--- src/rtl/vga_image_window.sv ---
// vga_image_window
// Programmable-timing VGA sync generator that overlays an IMG_W x IMG_H image,
// upscaled by 2^SCALE_LOG2, read from one of N_BANKS external ROMs. Window
// position, bank and vertical flip are captured once per frame. Sync, DE and
// the in-window decision travel down a delay line so they reach the output
// register in the same clock as the ROM data for that pixel.
module vga_image_window #(
    parameter int          H_SYNC     = 136,
    parameter int          H_BACK     = 160,
    parameter int          H_DISP     = 1024,
    parameter int          H_FRONT    = 24,
    parameter int          V_SYNC     = 6,
    parameter int          V_BACK     = 29,
    parameter int          V_DISP     = 768,
    parameter int          V_FRONT    = 3,
    parameter bit          HS_POL     = 1'b0,
    parameter bit          VS_POL     = 1'b0,
    parameter int          IMG_W      = 256,
    parameter int          IMG_H      = 184,
    parameter int          SCALE_LOG2 = 1,
    parameter int          N_BANKS    = 4,
    parameter int          ROM_LAT    = 1,
    parameter logic [11:0] BG_COLOR   = 12'hFFF,
    parameter int          AW         = 16,
    localparam int         BW         = (N_BANKS > 1) ? $clog2(N_BANKS) : 1
) (
    input  logic               clk,
    input  logic               rst,
    input  logic [10:0]        x_pos,
    input  logic [10:0]        y_pos,
    input  logic [BW-1:0]      bank_sel,
    input  logic               flip_v,
    output logic [AW-1:0]      rom_addr,
    output logic [N_BANKS-1:0] rom_en,
    input  logic [11:0]        rom_data,
    output logic [3:0]         vga_r,
    output logic [3:0]         vga_g,
    output logic [3:0]         vga_b,
    output logic               vga_hs,
    output logic               vga_vs,
    output logic               vga_de,
    output logic               frame_start
);

    // Coordinate width: wide enough for the counters and for an 11-bit window
    // edge plus the scaled image size, so window bounds never wrap.
    localparam int CW = 16;

    localparam logic [CW-1:0] H_LAST     = CW'(H_SYNC + H_BACK + H_DISP + H_FRONT - 1);
    localparam logic [CW-1:0] V_LAST     = CW'(V_SYNC + V_BACK + V_DISP + V_FRONT - 1);
    localparam logic [CW-1:0] H_SYNC_C   = CW'(H_SYNC);
    localparam logic [CW-1:0] V_SYNC_C   = CW'(V_SYNC);
    localparam logic [CW-1:0] H_OFF      = CW'(H_SYNC + H_BACK);
    localparam logic [CW-1:0] V_OFF      = CW'(V_SYNC + V_BACK);
    localparam logic [CW-1:0] H_END      = CW'(H_SYNC + H_BACK + H_DISP);
    localparam logic [CW-1:0] V_END      = CW'(V_SYNC + V_BACK + V_DISP);
    localparam logic [CW-1:0] WIN_W      = CW'(IMG_W << SCALE_LOG2);
    localparam logic [CW-1:0] WIN_H      = CW'(IMG_H << SCALE_LOG2);
    localparam logic [CW-1:0] IMG_H_LAST = CW'(IMG_H - 1);

    logic               run;
    logic [CW-1:0]      h_cnt;
    logic [CW-1:0]      v_cnt;
    logic               frame_end;

    logic [CW-1:0]      xw_q;
    logic [CW-1:0]      yw_q;
    logic [BW-1:0]      bank_q;
    logic               flip_q;

    logic [CW-1:0]      x;
    logic [CW-1:0]      y;
    logic [CW-1:0]      col;
    logic [CW-1:0]      row;
    logic [AW-1:0]      addr0;
    logic               hs0;
    logic               vs0;
    logic               de0;
    logic               win0;

    logic [ROM_LAT:0]   hs_d;
    logic [ROM_LAT:0]   vs_d;
    logic [ROM_LAT:0]   de_d;
    logic [ROM_LAT:0]   win_d;
    logic [11:0]        pix;

    // Held low during reset and set on the first clock after release; the
    // counters stay at h=v=0 for that first clock so the frame starts cleanly.
    always_ff @(posedge clk or negedge rst) begin
        if (!rst) run <= 1'b0;
        else      run <= 1'b1;
    end

    // Horizontal and vertical position counters.
    always_ff @(posedge clk or negedge rst) begin
        if (!rst) begin
            h_cnt <= '0;
            v_cnt <= '0;
        end else if (run) begin
            if (h_cnt == H_LAST) begin
                h_cnt <= '0;
                v_cnt <= (v_cnt == V_LAST) ? '0 : v_cnt + 1'b1;
            end else begin
                h_cnt <= h_cnt + 1'b1;
            end
        end
    end

    assign frame_end   = run && (h_cnt == H_LAST) && (v_cnt == V_LAST);
    assign frame_start = run && (h_cnt == '0) && (v_cnt == '0);

    // Window shadows load on the last pixel of a frame so the whole next frame
    // uses one consistent set; an out-of-range bank request keeps the old bank.
    always_ff @(posedge clk or negedge rst) begin
        if (!rst) begin
            xw_q   <= '0;
            yw_q   <= '0;
            bank_q <= '0;
            flip_q <= 1'b0;
        end else if (frame_end) begin
            xw_q   <= CW'(x_pos);
            yw_q   <= CW'(y_pos);
            flip_q <= flip_v;
            if (32'(bank_sel) < N_BANKS) bank_q <= bank_sel;
        end
    end

    // Pixel classification and source-image addressing for the current count.
    always_comb begin
        hs0   = 1'b0;
        vs0   = 1'b0;
        de0   = 1'b0;
        win0  = 1'b0;
        x     = h_cnt - H_OFF;
        y     = v_cnt - V_OFF;
        col   = '0;
        row   = '0;
        addr0 = '0;
        if (run) begin
            hs0  = (h_cnt < H_SYNC_C);
            vs0  = (v_cnt < V_SYNC_C);
            de0  = (h_cnt >= H_OFF) && (h_cnt < H_END) &&
                   (v_cnt >= V_OFF) && (v_cnt < V_END);
            win0 = de0 && (x >= xw_q) && (x < xw_q + WIN_W) &&
                         (y >= yw_q) && (y < yw_q + WIN_H);
        end
        if (win0) begin
            col = (x - xw_q) >> SCALE_LOG2;
            row = (y - yw_q) >> SCALE_LOG2;
            if (flip_q) row = IMG_H_LAST - row;
            addr0 = AW'(32'(row) * IMG_W + 32'(col));
        end
    end

    // Registered ROM request plus the sync/DE/window delay line that keeps
    // these flags in step with the returning ROM data.
    always_ff @(posedge clk or negedge rst) begin
        if (!rst) begin
            rom_addr <= '0;
            rom_en   <= '0;
            hs_d     <= '0;
            vs_d     <= '0;
            de_d     <= '0;
            win_d    <= '0;
        end else begin
            rom_addr <= win0 ? addr0 : '0;
            rom_en   <= win0 ? (N_BANKS'(1) << bank_q) : '0;
            hs_d     <= {hs_d[ROM_LAT-1:0],  hs0};
            vs_d     <= {vs_d[ROM_LAT-1:0],  vs0};
            de_d     <= {de_d[ROM_LAT-1:0],  de0};
            win_d    <= {win_d[ROM_LAT-1:0], win0};
        end
    end

    // Colour source: image inside the window, background elsewhere in the
    // active area, black during blanking.
    always_comb begin
        pix = 12'h000;
        if (win_d[ROM_LAT])     pix = rom_data;
        else if (de_d[ROM_LAT]) pix = BG_COLOR;
    end

    // Output register; sync flags are converted to the configured polarity here.
    always_ff @(posedge clk or negedge rst) begin
        if (!rst) begin
            vga_r  <= 4'h0;
            vga_g  <= 4'h0;
            vga_b  <= 4'h0;
            vga_hs <= ~HS_POL;
            vga_vs <= ~VS_POL;
            vga_de <= 1'b0;
        end else begin
            vga_r  <= pix[3:0];
            vga_g  <= pix[7:4];
            vga_b  <= pix[11:8];
            vga_hs <= hs_d[ROM_LAT] ? HS_POL : ~HS_POL;
            vga_vs <= vs_d[ROM_LAT] ? VS_POL : ~VS_POL;
            vga_de <= de_d[ROM_LAT];
        end
    end

endmodule

--- config.mk ---
export PLATFORM = sky130hd
export DESIGN_NAME = vga_image_window
export DESIGN_NICKNAME = d
export VERILOG_FILES = /design/src/rtl/vga_image_window.sv
export SDC_FILE = /design/constraint.sdc
export NUM_CORES = 1
export LEC_CHECK = 0
export ABC_AREA = 1
export CORE_MARGIN = 3
export CORE_UTILIZATION = 62
export CTS_CLUSTER_SIZE = 10
export DETAILED_ROUTE_END_ITERATION = 12
export PLACE_DENSITY_LB_ADDON = 0.05
export SLEW_MARGIN = 10
export SYNTH_ARGS = -nofsm -noshare
export SYNTH_HDL_FRONTEND = slang
export SYNTH_SLANG_ARGS = --single-unit
--- constraint.sdc ---
create_clock -name clk -period 6.6 [get_ports clk]
set_clock_uncertainty 0.1 [all_clocks]
set_input_delay 1.32 -clock clk [delete_from_list [all_inputs] [get_ports clk]]
set_output_delay 1.32 -clock clk [all_outputs]
set_load 0.005 [all_outputs]
==> impl_metrics.yaml, run 1 <==
logic_synthesis:
  yosysWarnings: 0
  synthMuxAreaShare_pct: 0
  synth_top_family_by_area: "simple AND/OR/NAND/NOR gates"
  synth_cell_type_count: 44
  synth-simple-area-share_pct: 28.44
  yosysSeqAreaShare_pct: 37.68
  synth_xor_xnor_area_share_pct: 7.659
  synth-compound-area-share_pct: 7.119
  synthTopCellsByCount: "183 x nand2_1, 122 x inv_1, 109 x nor2_1, 99 x dfrtp_1, 54 x a21oi_1"
  synth_top_area_share_pct: 36.90
  ys.flop_type: "dfrtp_1"
  ys_seq_elements: 101
  netlist_instances: 868
  synth_fa_ha_area_share_pct: 10.40
  synth.most_common_cell: "nand2_1"
  ys_top_cells_by_area: "dfrtp_1 37%, nand2_1 10%, ha_1 9.5%"
  synth-edff-count: 0
  avgSynthCellArea_um2: 7.735
  syn_area_mm2: 0.006714
  yosys.area.top_type: "dfrtp_1"
  mappedNetlistNets: 961
  async_flop_share_pct: 100.0
run_status:
  outcome: "finished, final reports clean"
drt:
  drt-initial-drc-count: 318
  wire_per_inst_um: 13.95
  vias: 5746
  vias_per_cell: 5.325
  route.detailed.drc: 0
  ant_nets: 0
  wl_um: 15050
  drtPass1Iterations: 7
sta:
  slew_viol_final: 0
  hold_violations: 0
  min_period_ns: 3.974
  period_share_pct: 60.22
  setup_viol: 0
  worst_pin_slew_ns: 0.8284
  timing.fmax_mhz: 251.6
  maxSlewHeadroom_pct: 44.69
  tns_ns: 0
  rsz0062_at_grt: "false"
finish:
  fillers: 845
  n_antenna_cell: 0
  multi_input_area_mm2: 0.003603
  final_area_mm2: 0.007716
  ff_latch_area_mm2: 0.002530
  drive_gt1_share_pct: 6.893
  area_growth_pct: 14.93
  nets: 1031
cts:
  cts_setup_buffers: 0
  cts-htree-levels: 3
  cts_hold_buf: 0
  clk_pin_slew_worst_paths_ns: 0.09
  cts_resized: 0
  cts_root_buffer: "clkbuf_8"
  tritoncts: "yes"
  numCtsBuffers: 9
  clk_latency_ns: 0.38
  clockBufferDepth: 2
  cts.sinks: 101
setup_path:
  start_kind: "flip-flop"
  crit_chain: "inv_1 > ha_1 > inv_1 > nand2_1 > nand2_4 > nand2_4 > xor2_1 > ha_1 > inv_1 > nand2_1 > nor2_1 > nand3_1 > nand3_1 > nand2_1 > nand2_2 > xor2_1 > ha_1 > a21o_1 > a31oi_1 > o21bai_1 > a21oi_1 > xor2_1 > nor2_2"
  cp_max_fo: 7
  crit_type: "flip-flop to flip-flop"
  cp-end-kind: "flip-flop"
  cpPeakStageDelay_ns: 0.46
  cp.required_ns: 6.76
  critPathSlowestCell: "dfrtp_1"
  arrival_ns: 4.14
grt:
  antenna_found_initial: 0
  grt_max_degree: 56
  grt_pass1_wl_um: 25610
  grt-ovfl-total: 0
  track_usage_pct: 26.98
  grt_pass1_vias: 5562
placement:
  place_area_mm2: 0.007545
  dp_hpwl_um: 12160
  portBuffers: 74
  place.gp.congestion: 0.9179
floorplanning:
  core_mm2: 0.01042
  initial_core_util_pct: 64.46
  die_w_um: 110.1
  rows: 37
  die_h_um: 110.1
  dieArea_mm2: 0.01211
  io_pins: 75
power_and_ir_drop:
  peakVddDrop_mv: 0.2107
  power_density_mw_per_mm2: 197.1
  leakage_nw: 3.999
job:
  cap_violations: 0
min_path:
  hold_path_class: "flip-flop to flip-flop"
==> path summary, 6_finish.rpt <==
| path | startpoint | endpoint | slack [ns] | depth (start not counted) |
|---|---|---|---|---|
| setup / recovery | h_cnt[3] | rom_addr[14] | 2.63 | 23 |
| hold / removal | hs_d[1] | vga_hs | 0.26 | 1 |
| setup reg to reg | h_cnt[3] | rom_addr[14] | 2.63 | 23 |
| hold reg to reg | hs_d[1] | vga_hs | 0.26 | 1 |
| max in group asynchronous | rst | v_cnt[10] | 4.51 | 2 |
| min in group asynchronous | rst | rom_addr[3] | 0.81 | 1 |
==> kinds of logic (layout without fill, tap and decap cells) <==
| family | count (synthesis) | count (layout) |
|---|---|---|
| compound gates | 88 | 88 |
| flops | 101 | 101 |
| xor+xnor | 57 | 57 |
| fa+ha+maj | 54 | 54 |
| buf+inv | 148 | 223 |
| other cells | 1 | 1 |
| simple gates | 419 | 419 |
==> placed cells by master, fill, tap and decap left out, types with 3 or more instances in the layout <==
cell and n:
ha_1 51, inv_1 122, clkbuf_1 4, xor2_1 45, fa_1 3, nand4_1 21
dfrtp_1 99, clkdlybuf4s50_1 73, clkbuf_8 11, nand3b_1 3, nand2_1 183, nor2_2 13
nor4_1 3, nor3_1 13, inv_2 10, nor2_1 109, nor2_4 6, nand2_2 5
nand2_4 4, nand3_1 50, o21ai_0 18, a21oi_1 54, xnor2_1 10
==> flip-flops by register name (all words and copies together), names as in the netlist <==
register	cells
h_cnt	16
rom_addr	16
v_cnt	16
xw_q	11
yw_q	11
rom_en	4
vga_b	4
vga_g	4
vga_r	4
bank_q	2
de_d	2
hs_d	2
vs_d	2
win_d	2
flip_q	1
run	1
vga_de	1
vga_hs	1
vga_vs	1
==> cell type report <==
type / count / area share, %
clock buffer: 15 / 2.157
timing repair buffer: 75 / 9.664
inverter: 132 / 6.421
clock inverter: 1 / 0.06486
tap: 136 / 2.205
sequential: 101 / 32.79
multi-input combinational: 619 / 46.70
==> stage by stage <==
stage               cells  hold WS, ns  util (%)  power (mW)  setup WS [ns]
floorplan             868       0.2312         -       1.037          3.069
global placement     1063       0.2332     72.43       1.156          2.873
detailed placement   1063       0.2378     72.43       1.169          2.691
CTS                  1079       0.2614     74.08       1.528          2.653
global route         1079       0.2671     74.08       1.630          2.324
finish               1079       0.2612     74.08       1.521          2.626
==> critical path, delay by kind of cell (launching register included) <==
kind	cells	cell delay, ns
simple gates	10	0.87
buf+inv	3	0.29
fa+ha+maj	3	0.89
flops	1	0.46
compound gates	4	0.72
xor+xnor	3	0.52
==> where the power goes <==
group / internal [mW] / leakage (nW) / switching [mW]
logic: 0.192 / 2.59 / 0.291
clock network: 0.158 / 0.0877 / 0.199
registers: 0.643 / 1.33 / 0.0373
total: 0.993 / 4.00 / 0.528
==> per-layer routing <==
| metal | GRT usage, % | part of all wire [%] | vias to the layer above |
|---|---|---|---|
| li1 | - | - | 2898 |
| met1 | 37.07 | 45 | 2646 |
| met2 | 43.46 | 47 | 174 |
| met3 | 3.960 | 5.7 | 28 |
| met4 | 9.973 | 2.3 | 0 |
| met5 | 0 | 0 | - |
Power figures use the tool's default switching activity.
==> run 2, diff against run 1 <==
--- a/config.mk
+++ b/config.mk
@@ -7,7 +7,7 @@
 export LEC_CHECK = 0
 export ABC_AREA = 1
 export CORE_MARGIN = 3
-export CORE_UTILIZATION = 62
+export CORE_UTILIZATION = 57
 export CTS_CLUSTER_SIZE = 10
 export DETAILED_ROUTE_END_ITERATION = 12
 export PLACE_DENSITY_LB_ADDON = 0.05
==> constraint.sdc (replaced) <==
create_clock -name clk -period 3.7 [get_ports clk]
set_clock_uncertainty 0.1 [all_clocks]
set_input_delay 0.74 -clock clk [delete_from_list [all_inputs] [get_ports clk]]
set_output_delay 0.74 -clock clk [all_outputs]
set_load 0.005 [all_outputs]
==> impl_metrics.yaml, run 2 (synthesized netlist as in run 1, its figures left out) <==
run_status:
  outcome: "finished, final reports clean"
finish:
  top_regs: "h_cnt: 16 flops, rom_addr: 16 flops, v_cnt: 16 flops"
  final_cell_mix: "176 x nand2_1, 117 x inv_1, 106 x nor2_1, 94 x dfrtp_1, 73 x clkdlybuf4s50_1"
  layout_commonest_cell: "nand2_1"
  n_antenna_cell: 0
  multi_input_area_mm2: 0.003816
  drive_gt1_share_pct: 13.22
  area_growth_pct: 21.69
  ff_latch_area_mm2: 0.002536
  fillers: 946
  nets: 1049
cts:
  clk_latency_ns: 0.35
  numCtsBuffers: 9
  tritoncts: "yes"
  cts_hold_buf: 0
  cts_root_buffer: "clkbuf_16"
  cts.sinks: 101
  clockBufferDepth: 2
  cts-htree-levels: 3
  clk_pin_slew_worst_paths_ns: 0.06
sta:
  slew_viol_final: 0
  timing.hold.ws_ns: 0.2486
  period_share_pct: 95.83
  setup_viol: 0
  min_period_ns: 3.546
  tns_ns: 0
  hold_violations: 0
  worst_pin_slew_ns: 0.8697
  setup_ws_ns: 0.1543
  maxSlewHeadroom_pct: 42.02
  timing.fmax_mhz: 282.0
min_path:
  holdPathEnd: "vs_d[1]"
  hold_start: "vs_d[0]"
  whs_path_depth: 0
  hold_path_class: "flip-flop to flip-flop"
grt:
  grt_pass1_vias: 5604
  grt_max_degree: 54
  grt_pass1_wl_um: 26610
  track_usage_pct: 25.52
  antenna_found_initial: 0
  grt-ovfl-total: 0
floorplanning:
  io_pins: 75
  rows: 39
  die_h_um: 114.5
  dieArea_mm2: 0.01312
  core_mm2: 0.01147
  die_w_um: 114.5
  initial_core_util_pct: 58.55
setup_path:
  rr_worst_depth: 18
  reg2reg_to: "rom_addr[13]"
  cp-end-kind: "flip-flop"
  cp.required_ns: 3.83
  crit_chain: "nor2_4 > inv_1 > a21oi_2 > nand2_1 > xnor2_2 > ha_1 > inv_1 > o21bai_1 > a21oi_2 > xor2_1 > ha_2 > a21oi_1 > nand2_1 > a21oi_1 > nor2_1 > nor2_1 > xor2_1 > nor2_2"
  critPathSlowestCell: "dfrtp_2"
  crit_type: "flip-flop to flip-flop"
  arrival_ns: 3.68
  cpPeakStageDelay_ns: 0.46
  r2r-start: "h_cnt[6]"
  rrSetupSlack_ns: 0.15
  start_kind: "flip-flop"
  cp_max_fo: 5
power_and_ir_drop:
  power_mw: 3.094
  power_density_mw_per_mm2: 378.6
  peakVddDrop_mv: 0.4201
  leakage_nw: 4.139
drt:
  wl_um: 16330
  vias: 5771
  vias_per_cell: 5.227
  route.detailed.drc: 0
  drtPass1Iterations: 5
  ant_nets: 0
  drt-initial-drc-count: 388
  wire_per_inst_um: 14.80
job:
  cap_violations: 0
placement:
  dp_hpwl_um: 12590
  portBuffers: 74
  place.gp.congestion: 0.9130
  pre_cts_ws_ns: -0.03264
[run 2: worst max-delay path: cells and delay by family (launching register included)]
kind | cells | cell delay (ns)
flops | 1 | 0.46
compound gates | 5 | 0.79
simple gates | 6 | 0.66
xor+xnor | 3 | 0.54
buf+inv | 2 | 0.23
fa+ha+maj | 2 | 0.67
[run 2: worst max path at each step]
stage                   from      endpoint  slack, ns  cells past startpoint
detailed placement  h_cnt[3]  rom_addr[14]      -0.03                     23
global placement    v_cnt[0]  rom_addr[15]       0.03                     19
CTS                 h_cnt[4]  rom_addr[14]      0.008                     23
finish              h_cnt[6]  rom_addr[13]       0.15                     18
floorplan           h_cnt[3]  rom_addr[14]       0.17                     23
global route        h_cnt[6]  rom_addr[13]      -0.10                     18
[run 2: metal layers]
metal / track usage (%) / routed length [um]
met4: 8.709 / 370
met3: 4.070 / 868
met2: 40.51 / 7566
met5: 0 / 0
met1: 35.62 / 7528
[run 2: timing repair]
action                     4_1_cts  5_1_grt
pin swaps                        2       13
setup endpoints to repair        2        5
gates resized for setup          4       46
buffers inserted                 2        6
[run 2: stage by stage]
stage,util [%],cells,area (um2)
global route,71.25,1104,8170
floorplan,-,868,6714
global placement,66.52,1080,7629
CTS,69.11,1098,7925
finish,71.25,1104,8170
detailed placement,66.52,1080,7629
[run 2: power by group]
part / total, mW / internal, mW / leakage, nW / switching (mW)
Clock: 0.861 / 0.456 / 0.127 / 0.405
Combinational: 1.04 / 0.430 / 2.70 / 0.614
Sequential: 1.19 / 1.15 / 1.32 / 0.0409
Total: 3.09 / 2.03 / 4.14 / 1.06
[run 2: area by class of cell]
cell class | instances | share of cell area, %
Timing Repair Buffer | 93 | 10.78
Multi-Input combinational cell | 619 | 46.71
Clock buffer | 12 | 2.894
Tap cell | 143 | 2.190
Sequential cell | 101 | 31.04
Inverter | 132 | 6.064
Clock inverter | 4 | 0.3216
